### src/rtl/nastawa_czasu.sv
`default_nettype none
// ============================================================================
//  Module   : nastawa_czasu
//  Purpose  : Operator time entry (00:00..99:59) from four debounced buttons,
//             published as a registered 13-bit seconds value.
//  Revision : 1.0 - initial release
// ============================================================================
module nastawa_czasu #(
    parameter int DEB_CYC    = 2_000_000,
    parameter int REP_DELAY  = 50_000_000,
    parameter int REP_PERIOD = 10_000_000
) (
    input  logic        i_CLK,
    input  logic        i_RST,
    input  logic        i_Gora,
    input  logic        i_Dol,
    input  logic        i_Wybor,
    input  logic        i_Zatwierdz,
    output logic [12:0] o_Czas,
    output logic        o_Edycja,
    output logic        o_Pole,
    output logic        o_Gotowe
);

    localparam int C_NBTN  = 4;
    localparam int C_GORA  = 0;
    localparam int C_DOL   = 1;
    localparam int C_WYBOR = 2;
    localparam int C_ZATW  = 3;
    localparam int C_DW    = $clog2(DEB_CYC + 1);
    localparam int C_RW    = $clog2(REP_DELAY + 1);

    localparam logic [C_DW-1:0] C_DEB_LAST   = C_DW'(DEB_CYC - 1);
    localparam logic [C_RW-1:0] C_REP_TOP    = C_RW'(REP_DELAY);
    localparam logic [C_RW-1:0] C_REP_RELOAD = C_RW'(REP_DELAY - REP_PERIOD + 1);

    typedef enum logic [1:0] {
        SPOCZYNEK  = 2'd0,
        EDYCJA_SEK = 2'd1,
        EDYCJA_MIN = 2'd2
    } stan_t;

    logic [C_NBTN-1:0] w_raw;
    logic [C_NBTN-1:0] w_ev;

    assign w_raw = {i_Zatwierdz, i_Wybor, i_Dol, i_Gora};

    for (genvar g = 0; g < C_NBTN; g++) begin : g_btn
        logic            r_sync1_q;
        logic            r_sync2_q;
        logic            r_deb_q;
        logic            r_deb_prev_q;
        logic [C_DW-1:0] r_dcnt_q;
        logic            w_rep;

        // Any cycle where the synchronised input agrees with the debounced level restarts the count.
        always_ff @(posedge i_CLK) begin
            if (i_RST) begin
                r_sync1_q    <= 1'b0;
                r_sync2_q    <= 1'b0;
                r_deb_q      <= 1'b0;
                r_deb_prev_q <= 1'b0;
                r_dcnt_q     <= '0;
            end else begin
                r_sync1_q    <= w_raw[g];
                r_sync2_q    <= r_sync1_q;
                r_deb_prev_q <= r_deb_q;
                if (r_sync2_q == r_deb_q) begin
                    r_dcnt_q <= '0;
                end else if (r_dcnt_q == C_DEB_LAST) begin
                    r_deb_q  <= r_sync2_q;
                    r_dcnt_q <= '0;
                end else begin
                    r_dcnt_q <= r_dcnt_q + C_DW'(1);
                end
            end
        end

        if (g == C_GORA || g == C_DOL) begin : g_rep
            logic [C_RW-1:0] r_rcnt_q;

            // Counts cycles since the press event; reloading keeps later repeats REP_PERIOD apart.
            always_ff @(posedge i_CLK) begin
                if (i_RST || !r_deb_q) begin
                    r_rcnt_q <= '0;
                end else if (r_rcnt_q == C_REP_TOP) begin
                    r_rcnt_q <= C_REP_RELOAD;
                end else begin
                    r_rcnt_q <= r_rcnt_q + C_RW'(1);
                end
            end

            assign w_rep = r_deb_q && (r_rcnt_q == C_REP_TOP);
        end else begin : g_norep
            assign w_rep = 1'b0;
        end

        assign w_ev[g] = (r_deb_q & ~r_deb_prev_q) | w_rep;
    end

    stan_t       r_stan_q;
    stan_t       w_stan_d;
    logic [5:0]  r_sek_q;
    logic [5:0]  w_sek_d;
    logic [6:0]  r_min_q;
    logic [6:0]  w_min_d;
    logic        r_gotowe_q;
    logic        w_gotowe_d;
    logic [12:0] r_czas_q;
    logic        w_gora;
    logic        w_dol;

    assign w_gora = w_ev[C_GORA] & ~w_ev[C_DOL];
    assign w_dol  = w_ev[C_DOL]  & ~w_ev[C_GORA];

    always_ff @(posedge i_CLK) begin
        if (i_RST) begin
            r_stan_q   <= SPOCZYNEK;
            r_sek_q    <= '0;
            r_min_q    <= '0;
            r_gotowe_q <= 1'b0;
            r_czas_q   <= '0;
        end else begin
            r_stan_q   <= w_stan_d;
            r_sek_q    <= w_sek_d;
            r_min_q    <= w_min_d;
            r_gotowe_q <= w_gotowe_d;
            r_czas_q   <= {6'd0, r_min_q} * 13'd60 + {7'd0, r_sek_q};
        end
    end

    // A step and a confirm in the same cycle both take effect: the stepped value is committed.
    always_comb begin
        w_stan_d   = r_stan_q;
        w_sek_d    = r_sek_q;
        w_min_d    = r_min_q;
        w_gotowe_d = 1'b0;
        case (r_stan_q)
            SPOCZYNEK: begin
                if (w_ev[C_WYBOR]) begin
                    w_stan_d = EDYCJA_SEK;
                end
            end
            EDYCJA_SEK, EDYCJA_MIN: begin
                if (r_stan_q == EDYCJA_SEK) begin
                    if (w_gora) begin
                        w_sek_d = (r_sek_q == 6'd59) ? 6'd0 : r_sek_q + 6'd1;
                    end else if (w_dol) begin
                        w_sek_d = (r_sek_q == 6'd0) ? 6'd59 : r_sek_q - 6'd1;
                    end
                end else begin
                    if (w_gora) begin
                        w_min_d = (r_min_q == 7'd99) ? 7'd0 : r_min_q + 7'd1;
                    end else if (w_dol) begin
                        w_min_d = (r_min_q == 7'd0) ? 7'd99 : r_min_q - 7'd1;
                    end
                end
                if (w_ev[C_ZATW]) begin
                    w_stan_d   = SPOCZYNEK;
                    w_gotowe_d = 1'b1;
                end else if (w_ev[C_WYBOR]) begin
                    w_stan_d = (r_stan_q == EDYCJA_SEK) ? EDYCJA_MIN : EDYCJA_SEK;
                end
            end
            default: begin
                w_stan_d = SPOCZYNEK;
            end
        endcase
    end

    assign o_Czas   = r_czas_q;
    assign o_Edycja = (r_stan_q != SPOCZYNEK);
    assign o_Pole   = (r_stan_q == EDYCJA_MIN);
    assign o_Gotowe = r_gotowe_q;

endmodule
`default_nettype wire

### config.mk
export PLATFORM = sky130hd
export DESIGN_NAME = nastawa_czasu
export DESIGN_NICKNAME = d
export VERILOG_FILES = /design/src/rtl/nastawa_czasu.sv
export SDC_FILE = /design/constraint.sdc
export NUM_CORES = 1
export LEC_CHECK = 0
export ABC_AREA = 1
export BUFFER_PORTS_ARGS = -buffer_cell sky130_fd_sc_hd__buf_2
export CORE_MARGIN = 2
export CORE_UTILIZATION = 60
export CTS_BUF_LIST = sky130_fd_sc_hd__clkbuf_8 sky130_fd_sc_hd__clkbuf_16
export DETAILED_ROUTE_END_ITERATION = 12
export HOLD_SLACK_MARGIN = 0.08
export PLACE_DENSITY = 0.75
export SYNTH_ARGS = -nofsm -noshare
export SYNTH_HDL_FRONTEND = slang
export SYNTH_SLANG_ARGS = --single-unit
export TNS_END_PERCENT = 30
### constraint.sdc
create_clock -name i_CLK -period 3.41 [get_ports i_CLK]
set_input_delay 0.1705 -clock i_CLK [delete_from_list [all_inputs] [get_ports i_CLK]]
set_output_delay 0.1705 -clock i_CLK [all_outputs]
set_load 0.01 [all_outputs]
Word-level counts from Yosys, hierarchy flattened
Index checks and enable logic that the tools add are counted.

Eq/ne operators: 16. Multiply operators: 1. Muxes and demuxes: 16. Bitwise gates (word level): 20. Reductions and logical operators: 26. Add/subtract/negate cells: 11.

Operators by type and width (count): $add 21x1->21 const B (4); $eq 21x21->1 const B (4); $add 26x1->26 const B (2); $eq 26x26->1 const B (2); $mux 26 (2); $mux 7 (4); $mux 6 (4); $add 13x6->13 (1); $not 1->1 (12); $reduce_or 3->1 (4); $mul 7x4->11 const B (1); $reduce_and 2->1 (5); $mux 2 (4); $reduce_or 2->1 (4); $add 7x1->7 const B (1); $eq 7x7->1 const B (1); $logic_not 7->1 (1); $sub 7x1->7 const B (1); $add 6x1->6 const B (1); $and 1x1->1 (6); $eq 6x6->1 const B (1); $logic_not 6->1 (1); $reduce_and 3->1 (2); $sub 6x1->6 const B (1); other kinds (13) (21).

Input bits: 6. Flip-flop bits (word level): 181. Output and inout bits: 16. Word-level logic and storage cells: 119.

Logic depth before layout (Yosys ltp)
Word-level depth: 7. Gate-level depth with buffers: 16. Mapped depth without buffers: 16.

Worst setup path after synthesis
OpenSTA, ideal clock, no wires.

Path type: register to register. From: register r_min_q[0]. To: register r_czas_q[12], in the netlist o_Czas[12]. Data arrival time: 3.027 ns. Setup slack: 0.268 ns. Required time: 3.295 ns. Buffers on the path: 0. Stages on the path, launching flop included: 16. Setup time: 0.115 ns. Clock period less this slack: 3.142 ns. Cells stage by stage: dfxtp_1 fa_1 fa_1 inv_1 fa_1 inv_1 ha_1 nand2_1 inv_1 a21oi_1 nor2_1 nand3_1 nor2_1 nand3_1 nand2_1 nor2_1.

Cells in the longest elaborated chain, start to end: 2.

RTL lines: start: declaration (RTL line 105) `logic [6:0] r_min_q;`; start signal: assignment (RTL line 126) `r_min_q <= w_min_d;`; $mul 7x4->11 (RTL line 128) `r_czas_q <= {6'd0, r_min_q} * 13'd60 + {7'd0, r_sek_q};`; $add 13x6->13 (RTL line 128); end signal: assignment (RTL line 128); end: declaration (RTL line 109) `logic [12:0] r_czas_q;`.

Every way passes these cells. A chain may end at the register's enable or synchronous reset.

Worst setup path in the final report
Ends and elaborated chain as after synthesis.

==> impl_metrics.yaml <==
run_status:
  status: "completed"
place:
  portBuffers: 21
  hpwl_um: 14930
  routabilityCongestion: 0.9015
synthesis:
  synth_commonest_cells: "273 x nand2_1, 209 x inv_1, 194 x nor2_1, 181 x dfxtp_1, 100 x a21oi_1"
  syn_inst: 1419
  yosysSeqAreaShare_pct: 36.09
  synth_most_common_cell: "nand2_1"
  netlist.area_leader.share_pct: 36.09
  synth_edf_count: 0
  syn_avg_cell_area_um2: 7.076
  synth_area_leaders: "dfxtp_1 36%, nand2_1 10%, inv_1 7.8%, nor2_1 7.3%, ha_1 5.6%"
  netlist_area_mm2: 0.01004
  synth_flop_cell: "dfxtp_1"
  async_reset_ff_share_pct: 0
  synth_fp_nets: 1482
  synth_top_cell_by_area: "dfxtp_1"
  ys_seq_elements: 181
  synth.distinct_cells: 42
  yosysWarnings: 0
run:
  maxCapViolCount: 0
critical_path:
  crit_type: "reg -> reg"
  start_kind: "flip-flop"
  critical_path.max_stage_delay_ns: 0.53
  endpoint_kind: "flip-flop"
  worst-path-max-fanout: 5
  crit_chain: "fa_1 > fa_1 > inv_1 > fa_1 > inv_1 > ha_4 > nand2_1 > inv_1 > a21oi_1 > nor2_2 > nand3_2 > nor2_4 > nand3_1 > nand2_1 > nor2_1"
  arrival_ns: 3.53
  r2r_start: "r_min_q[0]$_SDFFE_PP0P_"
  reg2reg_slack_ns: 0.20
  reg2reg_to: "o_Czas[12]$_SDFF_PP0_"
  crit_slowest_cell: "fa_1"
  r2r_cells: 15
  worstPathRequired_ns: 3.73
power_and_ir_drop:
  powerDensity_mw_per_mm2: 372.9
  ir_drop_uv: 408.8
  power.leakage_nw: 4.207
  p_total_mw: 4.130
clocking:
  cts_tree: "yes"
  numCtsBuffers: 17
  root_buffer: "clkbuf_16"
  clkTransAtPathRegs_ns: 0.07
  clk_path_buf_depth: 2
  post_cts_buffers: 0
  clock_latency_ns: 0.43
  htreeDepth: 4
  clock-sinks: 181
grt:
  antenna_found_initial: 0
  overflow: 0
  grt_pass1_vias: 8295
  grt_util_all_layers_pct: 23.95
  grt_max_degree: 25
  grt_pass1_wl_um: 36010
min_path:
  worstHoldStart: "i_RST"
  worstHoldEndpoint: "g_btn[1].r_sync1_q$_SDFF_PP0_"
  min_path_cells: 3
  hold_path.class: "in -> reg"
floorplan:
  dieArea_mm2: 0.01779
  die_h_um: 133.4
  pin_count: 22
  fp.dieW_um: 133.4
  start_util_pct: 60.98
  rows: 47
  coreArea_mm2: 0.01647
sta:
  rsz0062_at_grt: "false"
  worst_slew_pin_slew_ns: 0.7302
  hold_viol_final: 0
  setup_viol: 0
  finClkSkew_ns: 0.01145
  min_period_over_period_pct: 94.17
  max_freq_mhz: 311.4
  period_needed_ns: 3.211
  relSlewSlack_pct: 51.20
  report.final.slew_viol_count: 0
  fin_tns_setup_ns: 0
route:
  vias: 8846
  drt.antenna.violating_nets: 0
  routedWlPerCell_um: 12.15
  drt-total-wl_um: 20540
  drcViolationCount: 0
  vias_per_cell: 5.231
  drt_iter0_markers: 581
  detail_route.first_pass.iterations: 5
final_layout:
  fillerInstances: 1437
  synthToLayoutAreaGrowth_pct: 10.31
  drive_above_1_share_pct: 8.090
  diodes: 0
  nets: 1521
-- registers in the layout, indices dropped and copies added, names as in the netlist --
name                  flops
g_btn.g_rep.r_rcnt_q     52
o_Czas                   13
r_min_q                   7
r_stan_q                  2
g_btn.r_sync1_q           4
r_sek_q                   6
o_Gotowe                  1
g_btn.r_sync2_q           4
g_btn.r_dcnt_q           84
g_btn.r_deb_prev_q        4
g_btn.r_deb_q             4
-- layer usage --
layer | up-vias | global-route usage (%) | share of wire, %
li1 | 4641 | - | -
met1 | 4021 | 31.23 | 48
met2 | 158 | 40.92 | 47
met3 | 26 | 4.300 | 3.7
met4 | 0 | 6.619 | 1.1
met5 | - | 0 | 0
-- power breakdown --
| part | total (mW) | internal [mW] | leakage (nW) | switching [mW] |
|---|---|---|---|---|
| sequential | 2.12 | 2.12 | 1.46 | 0.00304 |
| clock | 1.97 | 1.14 | 0.299 | 0.832 |
| combinational | 0.0374 | 0.0121 | 2.45 | 0.0254 |
| total | 4.13 | 3.27 | 4.21 | 0.861 |
-- cell type report --
type | count | area [µm²] | area share (%)
Sequential cell | 181 | 3625 | 32.73
Clock inverter | 12 | 128.9 | 1.164
Clock buffer | 20 | 466.7 | 4.214
Inverter | 216 | 810.8 | 7.320
Tap cell | 220 | 275.3 | 2.485
Timing Repair Buffer | 37 | 235.2 | 2.124
Multi-Input combinational cell | 1005 | 5534 | 49.97
-- logic make-up (layout without fill, tap and decap cells) --
logic type | after synthesis | after routing | synth area share, %
AND/OR/NAND/NOR | 733 | 733 | 33.48
buffers and inverters | 233 | 285 | 9.097
flip-flops | 181 | 181 | 36.09
AO/OA/AOI/OAI | 155 | 155 | 8.025
XOR/XNOR | 60 | 60 | 5.308
adder cells (fa/ha/maj) | 57 | 57 | 8.000
-- how the worst max path moves through the flow --
stage                       startpoint                     to  slack, ns  cells after the start
2_1_floorplan  r_min_q[0]$_SDFFE_PP0P_  o_Czas[12]$_SDFF_PP0_       0.27                     15
3_3_place_gp   r_min_q[1]$_SDFFE_PP0P_  o_Czas[12]$_SDFF_PP0_       0.20                     15
3_5_place_dp   r_min_q[1]$_SDFFE_PP0P_  o_Czas[12]$_SDFF_PP0_        0.1                     15
4_1_cts        r_min_q[1]$_SDFFE_PP0P_  o_Czas[12]$_SDFF_PP0_       0.04                     15
5_1_grt        r_min_q[0]$_SDFFE_PP0P_  o_Czas[12]$_SDFF_PP0_      0.004                     15
6_report       r_min_q[0]$_SDFFE_PP0P_  o_Czas[12]$_SDFF_PP0_       0.20                     15
-- critical path, delay by kind of cell (launching register included) --
family                   cells  cell delay (ns)
buffers and inverters        3             0.18
AO/OA/AOI/OAI                1             0.09
AND/OR/NAND/NOR              7             0.66
adder cells (fa/ha/maj)      4             1.84
flip-flops                   1             0.34
-- through the flow --
stage / instance area [µm²] / cells / hold slack (ns) / utilization [%] / setup WS [ns]
6_report: 11080 / 1691 / 0.2271 / 67.26 / 0.1989
5_1_grt: 11080 / 1691 / 0.2333 / 67.26 / 0.003598
4_1_cts: 11040 / 1691 / 0.2179 / 67.07 / 0.03762
3_5_place_dp: 10410 / 1655 / 0.3821 / 63.21 / 0.09762
3_3_place_gp: 10410 / 1655 / 0.3817 / 63.21 / 0.1959
2_1_floorplan: 10040 / 1419 / 0.2775 / - / 0.2680
-- layout by cell type (no fill, tap or decap), types with 4 or more instances in the layout --
master         count
a21oi_1          100
buf_2             21
buf_4             12
clkbuf_16         17
clkinv_2           4
dfxtp_1          180
dlygate4sd3_1      4
fa_1              12
ha_1              43
inv_1            210
inv_2              5
nand2_1          273
nand2_2            5
nand3_1           82
nand3_2            6
nand3b_1           4
nand4_1           45
nor2_1           192
nor2_2             7
nor3_1            53
nor3_2             8
nor3b_1           15
nor4_1            10
o21ai_0           42
or2_0              8
or2_2             12
xnor2_1           15
xor2_1            44
-- timing repair --
action,4_1_cts,5_1_grt
hold endpoints to repair,4,0
gates resized for setup,0,7
hold buffers,4,0
setup endpoints to repair,0,3
Note: power is estimated with default switching activity, not from simulation.
